`src/rtl/uart_pkg.sv`:
```
// Shared UART transmitter types and parameter defaults.
// Imported by uart_tx and by anything that instantiates it.
package uart_pkg;

    typedef enum logic [2:0] {
        IDLE,
        ARM,
        START,
        DATA,
        PARITY,
        STOP
    } state_e;

    localparam int DEF_DATA_BITS  = 8;
    localparam int DEF_PARITY_EN  = 0;
    localparam int DEF_PARITY_ODD = 0;
    localparam int DEF_STOP_BITS  = 1;
    localparam int IDX_W          = 3;

endpackage

```
`src/rtl/uart_tx.sv`:
```
// UART transmitter: start, DATA_BITS LSB-first, optional parity, 1-2 stops.
// Each level lasts one baud_tick period; the ARM state aligns to the tick grid.
module uart_tx
    import uart_pkg::*;
#(
    parameter int DATA_BITS  = DEF_DATA_BITS,
    parameter int PARITY_EN  = DEF_PARITY_EN,
    parameter int PARITY_ODD = DEF_PARITY_ODD,
    parameter int STOP_BITS  = DEF_STOP_BITS
) (
    input  logic                 system_clk,
    input  logic                 reset_n,
    input  logic                 baud_tick,
    input  logic [DATA_BITS-1:0] tx_data,
    input  logic                 tx_valid,
    output logic                 tx_ready,
    output logic                 tx_line,
    output logic                 tx_busy,
    output logic                 tx_done
);

    localparam logic [IDX_W-1:0] LAST_IDX  = IDX_W'(DATA_BITS - 1);
    localparam logic             LAST_STOP = 1'(STOP_BITS - 1);

    state_e               state_q, state_d;
    logic [DATA_BITS-1:0] shift_q, shift_d;
    logic [IDX_W-1:0]     idx_q, idx_d;
    logic                 stop_q, stop_d;
    logic                 par_q, par_d;
    logic                 line_q, line_d;
    logic                 done_d;

    always_ff @(posedge system_clk or negedge reset_n) begin
        if (!reset_n) begin
            state_q <= IDLE;
            shift_q <= '0;
            idx_q   <= '0;
            stop_q  <= 1'b0;
            par_q   <= 1'b0;
            line_q  <= 1'b1;
        end else begin
            state_q <= state_d;
            shift_q <= shift_d;
            idx_q   <= idx_d;
            stop_q  <= stop_d;
            par_q   <= par_d;
            line_q  <= line_d;
        end
    end

    always_comb begin
        state_d = state_q;
        shift_d = shift_q;
        idx_d   = idx_q;
        stop_d  = stop_q;
        par_d   = par_q;
        line_d  = line_q;
        done_d  = 1'b0;
        unique case (state_q)
            IDLE: begin
                // a tick in the accept cycle is deliberately ignored
                if (tx_valid) begin
                    shift_d = tx_data;
                    par_d   = (^tx_data) ^ (PARITY_ODD != 0);
                    idx_d   = '0;
                    stop_d  = 1'b0;
                    line_d  = 1'b1;
                    state_d = ARM;
                end
            end
            ARM: begin
                if (baud_tick) begin
                    line_d  = 1'b0;
                    state_d = START;
                end
            end
            START: begin
                if (baud_tick) begin
                    line_d  = shift_q[0];
                    shift_d = shift_q >> 1;
                    idx_d   = '0;
                    state_d = DATA;
                end
            end
            DATA: begin
                if (baud_tick) begin
                    if (idx_q != LAST_IDX) begin
                        line_d  = shift_q[0];
                        shift_d = shift_q >> 1;
                        idx_d   = idx_q + IDX_W'(1);
                    end else if (PARITY_EN != 0) begin
                        line_d  = par_q;
                        state_d = PARITY;
                    end else begin
                        line_d  = 1'b1;
                        stop_d  = 1'b0;
                        state_d = STOP;
                    end
                end
            end
            PARITY: begin
                if (baud_tick) begin
                    line_d  = 1'b1;
                    stop_d  = 1'b0;
                    state_d = STOP;
                end
            end
            STOP: begin
                if (baud_tick) begin
                    if (stop_q == LAST_STOP) begin
                        done_d  = 1'b1;
                        line_d  = 1'b1;
                        state_d = IDLE;
                    end else begin
                        stop_d = stop_q + 1'b1;
                    end
                end
            end
            default: state_d = IDLE;
        endcase
    end

    assign tx_ready = (state_q == IDLE);
    assign tx_busy  = (state_q != IDLE);
    assign tx_line  = line_q;
    assign tx_done  = done_d;

endmodule

```
`config.mk`:
```
export PLATFORM = sky130hd
export DESIGN_NAME = uart_tx
export DESIGN_NICKNAME = d
export VERILOG_FILES = /design/src/rtl/uart_pkg.sv /design/src/rtl/uart_tx.sv
export SDC_FILE = /design/constraint.sdc
export NUM_CORES = 1
export LEC_CHECK = 0
export CAP_MARGIN = 5
export CORE_MARGIN = 3
export CORE_UTILIZATION = 50
export CTS_CLUSTER_DIAMETER = 60
export DETAILED_ROUTE_END_ITERATION = 8
export PLACE_DENSITY_LB_ADDON = 0.15
export SLEW_MARGIN = 0
export SYNTH_ARGS = -nofsm -noshare
export SYNTH_HDL_FRONTEND = slang
export SYNTH_SLANG_ARGS = --single-unit
```
`constraint.sdc`:
```
create_clock -name system_clk -period 2.06 [get_ports system_clk]
set_input_delay 0.618 -clock system_clk [delete_from_list [all_inputs] [get_ports system_clk]]
set_output_delay 0.618 -clock system_clk [all_outputs]
set_load 0.005 [all_outputs]
```
==> results.sh, run 1 <==
export IMPL_cp_max_fo=2
export IMPL_yosysUniqueCellTypes=26
export IMPL_drc=0
export IMPL_post_drt_wl_per_cell_um=13.79
export IMPL_setup_viol=0
export IMPL_syn_nets=90
export IMPL_antenna_found_initial=0
export IMPL_grt_util_met1=0.1925
export IMPL_firstDrtPassIters=5
export IMPL_status="finished clean"
export IMPL_synth_top_area_cell="dfrtp_1"
export IMPL_clkLatencyLatePin_ns=0.29
export IMPL_rsz0062_at_grt="false"
export IMPL_die_x_um=48.39
export IMPL_via_per_inst=5.558
export IMPL_die_area_um2=2341
export IMPL_final_cell_mix="dfrtp_1 (14), clkdlybuf4s50_1 (11), mux2_2 (8), mux2_4 (8), buf_4 (7)"
export IMPL_met2_usage=0.2661
export IMPL_maxSlewHeadroom=0.7929
export IMPL_fin_setup_tns_ns=0
export IMPL_finalHoldViolCount=0
export IMPL_yosysSeqAreaShare=0.4192
export IMPL_startpoint_type="register"
export IMPL_cts_buffers=3
export IMPL_dp_hpwl_mm=1.196
export IMPL_fp_dieH_um=48.39
export IMPL_synth_cells=76
export IMPL_via_count=667
export IMPL_antenna_left=0
export IMPL_fin_crit_sh=0.9440
export IMPL_num_rows=14
export IMPL_maxCapViolCount=0
export IMPL_nNetsFinal=111
export IMPL_grt_pass1_vias=654
export IMPL_min_from="shift_q[4]"
export IMPL_cts_tree="built"
export IMPL_clock_root_buffer="clkbuf_4"
export IMPL_final_util=0.6994
export IMPL_drive_gt1_frac=0.3333
export IMPL_clockBufferDepth=2
export IMPL_gp_congestion=0.7383
export IMPL_power_density_nw_per_um2=1193
export IMPL_grt_use_total=0.1580
export IMPL_io_pins=16
export IMPL_core_area_um2=1594
export IMPL_syn_area_um2=898.4
export IMPL_fin_crit_ns=1.945
export IMPL_yosysWarnings=0
export IMPL_skew_ns=0.002380
export IMPL_final_common_cell="dfrtp_1"
export IMPL_startpoint="state_q[1]"
export IMPL_area_delta_synth_final_pct=24.09
export IMPL_cp_required_ns=1.44
export IMPL_grt_pass1_wl_mm=2.849
export IMPL_hp_class="reg -> reg"
export IMPL_ys_ff_latch=15
export IMPL_grt_max_degree=16
export IMPL_arrival_ns=1.33
export IMPL_dr_first_iter_drc_count=6
export IMPL_avgSynthCellArea_um2=11.82
export IMPL_reg2reg_from="idx_q[0]"
export IMPL_clk_pin_slew_ns=0.09
export IMPL_initial_core_util=0.5636
export IMPL_antenna_diode_count=0
export IMPL_worstMarginPinSlew_ns=0.3101
export IMPL_hold_buffers=0
export IMPL_top_usage_layer="met2"
export IMPL_grt_ovfl_total=0
export IMPL_synthTopCellsByArea="dfrtp_1 (39%), mux2_4 (13%), mux2_2 (10%), a32oi_4 (3.1%), dfstp_2 (2.9%)"
export IMPL_io_buffers=15
export IMPL_synth_top_area_share=0.3900
export IMPL_critical_path_class="reg -> out"
export IMPL_totalWireLength_mm=1.655
export IMPL_crit_path_end_kind="output port"
export IMPL_clock_sinks=15
export IMPL_leakagePower_uw=0.0005369
export IMPL_slew_violations=0
export IMPL_timing_fmax_ghz=0.5142
export IMPL_grtUsageMet3=0.03374
export IMPL_peakVddDrop_mv=0.6297
export IMPL_htree_levels=1
[registers in the layout, summed over array words and instances, names as in the netlist]
register	count
state_q	3
tx_line	1
shift_q	8
idx_q	3
[what timing repair did]
action,4_1_cts,5_1_grt
gates resized for setup,6,0
buffers inserted,1,0
setup endpoints to repair,3,0
[area by class of cell]
class / count / area [um^2]
multi-input combinational: 52 / 469.2
tap: 24 / 30.03
inverter: 3 / 11.26
timing repair buffer: 22 / 200.2
clock inverter: 1 / 5.005
fill: 122 / 479.2
clock buffer: 3 / 22.52
sequential: 15 / 376.6
[critical path: stages (launching register included)]
cell,delay (ns)
dfrtp_1,0.38
or3_1,0.38
inv_1,0.06
dlygate4sd2_1,0.22
[path summary, 6_finish.rpt]
path | end | slack [ns] | cells after the start
setup / recovery | tx_ready | 0.12 | 3
hold / removal | shift_q[4] | 0.51 | 1
setup reg to reg | shift_q[6] | 0.31 | 6
hold reg to reg | shift_q[4] | 0.51 | 1
max in group asynchronous | tx_line | 1.18 | 2
min in group asynchronous | shift_q[7] | 0.63 | 2
[Yosys cell counts]
master and n:
nor2b_4 1, maj3_1 1, nand2_1 4, o41ai_1 1, o211ai_1 1, nor2_8 1, mux2_2 8, o21ai_0 5
a22oi_1 1, buf_4 1, nand3_1 2, and3_1 1, nor2_1 5, clkbuf_1 3, a21o_1 1, dfstp_2 1
ha_1 2, buf_6 2, a211oi_1 1, a32oi_4 1, or3_1 1, o31ai_1 3, dfrtp_1 14, a21oi_1 4
inv_1 3, mux2_4 8
[kinds of logic after synthesis]
family / share of synthesized area
flops: 0.4192
compound gates: 0.1490
mux: 0.2340
fa+ha+maj: 0.03899
buf+inv: 0.05850
simple gates: 0.1003
[per-layer routing]
layer / share of wire / vias up / wire length, um
li1: - / 311 / -
met1: 0.39 / 323 / 652
met2: 0.52 / 28 / 866
met3: 0.060 / 5 / 99
met4: 0.022 / 0 / 36
met5: 0 / - / 0
[per-stage QoR]
stage          instances  hold slack, ns  total power, uW  worst slack, ns  instance area, um^2
2_1_floorplan         76          0.3224             1020           0.3375                898.4
3_5_place_dp         115          0.4919             1157          -0.3304                 1082
6_report             120          0.5131             1330           0.1154                 1115
5_1_grt              120          0.5354             1435          0.04066                 1115
3_3_place_gp         115          0.4882             1129          -0.2959                 1082
4_1_cts              120          0.5177             1343           0.1072                 1115
[where the power goes]
part,leakage [uW],total [uW],switching (uW),internal [uW]
Sequential,0.000187,470,58.0,412
Clock,0.0000177,169,96.5,72.2
Combinational,0.000332,691,291,400
No activity file was read; power rests on OpenSTA's default activity.
==> inputs of run 2 (changes only) <==
GPL_TIMING_DRIVEN = 0   (was default)
==> run 2 against run 1 <==
Combinational power grew 2%. Sequential power grew 1%. Register-to-register slack lost 0.08 ns. Global-route usage shrank 0.38 points. Critical path depth is the same. Via count shrank 3.9%. Clock power is essentially flat. Total power grew 1.5%. Die area is the same.
==> results.sh, run 2 (synthesized netlist as in run 1, its figures left out) <==
export IMPL_grt_ovfl_total=0
export IMPL_nNetsFinal=111
export IMPL_die_x_um=48.39
export IMPL_crit_path_end_kind="output port"
export IMPL_fin_crit_sh=0.9647
export IMPL_timing_fmax_ghz=0.5032
export IMPL_cp_max_fo=3
export IMPL_maxSlewHeadroom=0.5662
export IMPL_antenna_diode_count=0
export IMPL_totalWireLength_mm=1.656
export IMPL_initial_core_util=0.5636
export IMPL_clkLatencyLatePin_ns=0.28
export IMPL_die_area_um2=2341
export IMPL_total_power_uw=1350
export IMPL_rsz0062_at_grt="false"
export IMPL_place_inst=114
export IMPL_crit_chain="buf_6 > or3_4 > clkdlybuf4s15_1"
export IMPL_critical_path_slowest_cell="dfrtp_1"
export IMPL_via_per_inst=5.342
export IMPL_antenna_left=0
export IMPL_largest_register="shift_q"
export IMPL_area_delta_synth_final_pct=25.63
export IMPL_slew_violations=0
export IMPL_gp_congestion=0.8644
export IMPL_dpl_worst_slack_ns=-0.2223
export IMPL_io_buffers=14
export IMPL_drc=0
export IMPL_largest_register_ffs=8
export IMPL_firstDrtPassIters=4
export IMPL_dp_hpwl_mm=1.213
export IMPL_clk_pin_slew_ns=0.09
export IMPL_fin_setup_tns_ns=0
export IMPL_critical_path_class="reg -> out"
export IMPL_cts_tree="built"
export IMPL_startpoint_type="register"
export IMPL_num_rows=14
export IMPL_dr_first_iter_drc_count=7
export IMPL_postPlaceCellArea_um2=1069
export IMPL_skew_ns=0.01009
export IMPL_grt_pass1_wl_mm=2.856
export IMPL_clock_sinks=15
export IMPL_fp_dieH_um=48.39
export IMPL_peakVddDrop_mv=0.6556
export IMPL_hp_class="reg -> reg"
export IMPL_leakagePower_uw=0.0005438
export IMPL_io_pins=16
export IMPL_final_common_cell="dfrtp_1"
export IMPL_setup_viol=0
export IMPL_worstMarginPinSlew_ns=0.6486
export IMPL_cts_buffers=3
export IMPL_reg_largest_list="shift_q x8, idx_q x3, state_q x3"
export IMPL_clockBufferDepth=2
export IMPL_final_cell_area_um2=1129
export IMPL_grt_max_degree=16
export IMPL_cp_required_ns=1.44
export IMPL_grt_pass1_vias=661
export IMPL_drive_gt1_frac=0.3542
export IMPL_final_cell_mix="dfrtp_1 (13), clkdlybuf4s50_1 (11), mux2_2 (8), mux2_4 (8)"
export IMPL_finalHoldViolCount=0
export IMPL_clock_root_buffer="clkbuf_4"
export IMPL_htree_levels=1
export IMPL_core_area_um2=1594
export IMPL_slowest_delay_ns=0.39
export IMPL_grt_use_total=0.1542
export IMPL_fin_crit_ns=1.987
export IMPL_maxCapViolCount=0
export IMPL_antenna_found_initial=0
export IMPL_arrival_ns=1.37
export IMPL_worst_slack_ns=0.07272
export IMPL_status="finished clean"
export IMPL_power_density_nw_per_um2=1196
export IMPL_post_drt_wl_per_cell_um=13.80
export IMPL_final_cells=120
export IMPL_via_count=641
-- run 2: cell count changes in the layout (fill, tap and decap cells not counted), sizes merged --
cell,previous run,this run
clkbuf,3,7
buf,7,6
dlygate4sd2,3,1
clkinv,1,0
-- run 2: layer usage --
layer  vias up  GRT usage  routed length (um)
met5         -          0                   0
met4         0    0.04265                   8
met1       310     0.1807                 715
met2        14     0.2867                 861
li1        315          -                   -
met3         2    0.02761                  71
-- run 2: cell type report --
cell class,instances,area [um^2]
repair buffers,17,156.4
fillers,121,465.4
flip-flops and latches,15,377.9
clock buffers,4,26.28
multi-input cells,52,474.2
inverters,3,11.26
plain buffers,5,52.55
well taps,24,30.03
-- run 2: what timing repair did --
action	CTS	global route
setup endpoints to repair	3	2
buffers inserted	3	0
hold buffers	0	0
resized for setup	10	3
-- run 2: critical path, delay by kind of cell (launching register included) --
family	cells	cell delay [ns]
buf+inv	2	0.33
simple gates	1	0.37
flops	1	0.39
-- run 2: path summary, 6_finish.rpt --
| kind | startpoint | to | slack [ns] | cells after the start |
|---|---|---|---|---|
| min in group asynchronous | reset_n | shift_q[6] | 0.73 | 1 |
| worst max-delay path | state_q[1] | tx_busy | 0.07 | 3 |
| worst min-delay path | shift_q[3] | shift_q[3] | 0.52 | 1 |
| worst min register to register | shift_q[3] | shift_q[3] | 0.52 | 1 |
| max in group asynchronous | reset_n | state_q[0] | 0.86 | 1 |
| worst max register to register | idx_q[0] | shift_q[3] | 0.23 | 6 |
-- run 2: metrics by stage --
step,utilization,hold WS [ns]
3_5_place_dp,0.6703,0.4933
5_1_grt,0.7080,0.5382
6_report,0.7080,0.5192
2_1_floorplan,-,0.3224
3_3_place_gp,0.6703,0.4921
4_1_cts,0.7096,0.5203
-- run 2: report_power, final --
part           switching, uW  internal (uW)  total, uW
clock network           91.1           74.9        166
registers               62.1            414        476
logic                    290            418        708
==> inputs of run 3 (changes only) <==
GPL_TIMING_DRIVEN = default   (was 0)
==> results of run 3 <==
Final layout, timing and power as in run 1 (identical DEF).
==> variant 1, RTL diff (flow settings as in run 1) <==
The package constant `DEF_DATA_BITS` goes from 8 to 7.
--- a/src/rtl/uart_pkg.sv
+++ b/src/rtl/uart_pkg.sv
@@ -11,7 +11,7 @@
         STOP
     } state_e;
 
-    localparam int DEF_DATA_BITS  = 8;
+    localparam int DEF_DATA_BITS  = 7;
     localparam int DEF_PARITY_EN  = 0;
     localparam int DEF_PARITY_ODD = 0;
     localparam int DEF_STOP_BITS  = 1;
Interface: changed (resized tx_data); port bits go from 16 to 15. No check against the original RTL was run, so the function may have changed too.
==> variant 1 against run 1 <==
Sequential cell count shrank 1; routed wire length is 1.3% higher; total power up 1.1%; design area decreased by 1.2%; synthesized cell count unchanged; setup slack got worse by 82 ps; non-clock buffer count increased by 3; area after synthesis down 7.4%; first-iteration DRC count shrank 17%; highest routed layer unchanged.
==> variant 1: results <==
set metrics [dict create \
    outcome "complete, no violations" \
    multi_input_area_um2 455.4 \
    gp_congestion 0.7108 \
    dp_hpwl_mm 1.175 \
    cts_post_setup_buffers_inserted 2 \
    initialDrtViolationCount 5 \
    holdCritPathClass "flop to flop" \
    synth.cells.most_frequent "mux2_2, dfrtp_1" \
    grt_first_pass_wirelength_mm 2.822 \
    worst_setup_path_startpoint "state_q[1]$_DFFE_PN0P_" \
    port_buffers 14 \
    synth_cell_type_count 30 \
    critPathMaxFanout 5 \
    post_cts_resized 5 \
    detailroute.via_count 659 \
    grt_usage 0.1880 \
    largest_net_degree_at_the_start_of_global_routing 15 \
    avgViaCountPerCell 5.632 \
    synth.net_count 89 \
    num-fill-cells 124 \
    timing_worst_slew_pin_value_ps 406.9 \
    tritoncts_buffer_count 3 \
    dp_cells 110 \
    placed_cell_area_um2 1037 \
    yosys-top-cells-area "dfrtp_1, mux2_2, a2111oi_4" \
    max_flop_register "shift_q" \
    clock_latency_ps 280 \
    nets 115 \
    pre_cts_setup_slack_ps -441.0 \
    hp-start "shift_q[3]$_DFFE_PN0P_" \
    vdd.ir_drop.worst_v 0.0008590 \
    top_regs "shift_q x7, idx_q x3, state_q x3" \
    ys_warn_count 0 \
    critPathArrivalTime_ps 1410 \
    route.detailed.wl_per_inst_um 14.33 \
    cts.root.buffer_cell "clkbuf_4" \
    drt-pass1-iter-count 4 \
    p_leak_nw 0.5056 \
    final_layout_size_suffix_gt1_frac 0.3465 \
    finalClockSkew_ps 4.000 \
    seq_area_frac_synth 0.4226 \
    cts_htree_levels 1 \
    synthesis.instances 76 \
]
[variant 1: where the power goes]
part,switching [mW],internal (mW)
Combinational,0.272,0.400
Clock,0.0914,0.108
Sequential,0.0749,0.399
[variant 1: layer usage]
| metal | up-vias | track usage | share of wire |
|---|---|---|---|
| met2 | 15 | 0.3117 | 0.52 |
| met3 | 4 | 0.02299 | 0.034 |
| met4 | 0 | 0.1215 | 0.018 |
| li1 | 326 | - | - |
| met1 | 314 | 0.2289 | 0.43 |
| met5 | - | 0 | 0 |
[variant 1: layout make-up]
class / count / share of cell area
inverter: 4 / 0.01364
multi-input combinational: 54 / 0.4136
sequential: 14 / 0.3193
clock buffer: 4 / 0.03295
tap: 16 / 0.01818
timing repair buffer: 25 / 0.2023
[variant 1: critical path: stages, from the launching register on]
cell	delay [ps]
dfrtp_1	420
buf_6	140
and2b_1	200
and3_1	170
clkdlybuf4s15_1	210
[variant 1: path summary, 6_finish.rpt]
kind / endpoint / slack [ps] / depth (start not counted)
max in group asynchronous: tx_line$_DFFE_PN1P_ / 1180 / 2
min in group asynchronous: state_q[2]$_DFFE_PN0P_ / 630 / 2
worst min-delay path: shift_q[3]$_DFFE_PN0P_ / 510 / 1
worst max register to register: shift_q[4]$_DFFE_PN0P_ / 100 / 6
worst min register to register: shift_q[3]$_DFFE_PN0P_ / 510 / 1
worst max-delay path: tx_done / 30 / 4
[variant 1: kinds of logic (layout without fill, tap and decap cells)]
kind of cell | count (synthesis) | after routing | share of synthesized area
simple gates | 23 | 23 | 0.1639
mux | 15 | 15 | 0.2015
compound gates | 14 | 14 | 0.1459
flops | 14 | 14 | 0.4226
buf+inv | 8 | 33 | 0.03608
fa+ha+maj | 2 | 2 | 0.03007
==> variant 2, RTL diff (config.mk and constraints of run 1) <==
Made on the original files. Encoding of `state_e`: now one-hot (6 bits for 6 states).
--- a/src/rtl/uart_pkg.sv
+++ b/src/rtl/uart_pkg.sv
@@ -2,13 +2,13 @@
 // Imported by uart_tx and by anything that instantiates it.
 package uart_pkg;
 
-    typedef enum logic [2:0] {
-        IDLE,
-        ARM,
-        START,
-        DATA,
-        PARITY,
-        STOP
+    typedef enum logic [5:0] {
+        IDLE   = 6'b000001,
+        ARM    = 6'b000010,
+        START  = 6'b000100,
+        DATA   = 6'b001000,
+        PARITY = 6'b010000,
+        STOP   = 6'b100000
     } state_e;
 
     localparam int DEF_DATA_BITS  = 8;
Behaviour: same outputs for any inputs over 10 cycles, from zero or initial values and one cycle with reset_n low; not proved beyond that.
==> variant 2 against run 1 <==
The flow now finishes with violations (negative setup slack); critical path type unchanged; clock skew is 2.6 ps higher; sequential cell count is 2 higher; routed wire length is 43% higher; count of clock-buffer cells in the layout stayed put; cell count is 33% higher; maximum frequency is 6.5% lower; total power is 41% higher; area after synthesis is 19% higher; design area is 36% higher; critical path depth is 1 higher; setup slack worse by 140 ps; register-to-register slack worse by 210 ps; sequential power is 12% higher.
==> variant 2: results <==
set metrics [dict create \
    outcome "finished, violations left" \
    failed_checks "negative setup slack" \
    gr-usage-met3 0.02865 \
    synth.cells.most_frequent "dfrtp_1, mux2_1, inv_1, mux2_4, nor3_1" \
    crit_slowest_cell "or3_4" \
    synth_area_per_cell_um2 11.33 \
    groute.layer.met1.usage 0.2628 \
    switching_power_mw 0.6529 \
    tap-cell-count 27 \
    synth_xor_xnor_area_share 0.01645 \
    seq_power_mw 0.527 \
    final.setup.tns_ps -20.99 \
    fin_util 0.7652 \
    seq_area_frac_synth 0.4019 \
    post_cts_resized 19 \
    power_combinational_mw 1.17 \
    setup-violations-final 2 \
    yosys-top-cells-area "dfrtp_1, mux2_4, mux2_1" \
    initialDrtViolationCount 7 \
    met2WireLength_mm 1.268 \
    cts_post_setup_buffers_inserted 10 \
    critPathArrivalTime_ps 1460 \
    final_layout_size_suffix_gt1_frac 0.4436 \
    timing.critical_path.max_delay_family "simple AND/OR/NAND/NOR gates" \
    pre_cts_setup_slack_ps -382.3 \
    finalClockSkew_ps 5.027 \
    yosys-mux-area-fraction 0.2092 \
    layout_setup_ws_ps -20.80 \
    placed_cell_area_um2 1358 \
]
==> variant 2: cell types whose count changed after synthesis, sizes merged, moves of 3 or more <==
cell,run 1,this run
inv,3,6
clkbuf,3,0
nor2,6,3
buf,3,7
a21oi,4,1
o21ai,5,0
nor3b,0,3
nor3,0,5
==> variant 2: worst min-delay path by stage <==
stage                               startpoint                    to  slack, ps  cells past startpoint
after global routing      idx_q[2]$_DFFE_PN0P_  idx_q[2]$_DFFE_PN0P_        530                      1
after floorplan                        reset_n  idx_q[0]$_DFFE_PN0P_        320                      0
after detailed placement  idx_q[2]$_DFFE_PN0P_  idx_q[2]$_DFFE_PN0P_        490                      1
after CTS                 idx_q[2]$_DFFE_PN0P_  idx_q[2]$_DFFE_PN0P_        510                      1
after global placement    idx_q[1]$_DFFE_PN0P_  idx_q[1]$_DFFE_PN0P_        470                      1
final                     idx_q[1]$_DFFE_PN0P_  idx_q[1]$_DFFE_PN0P_        500                      1
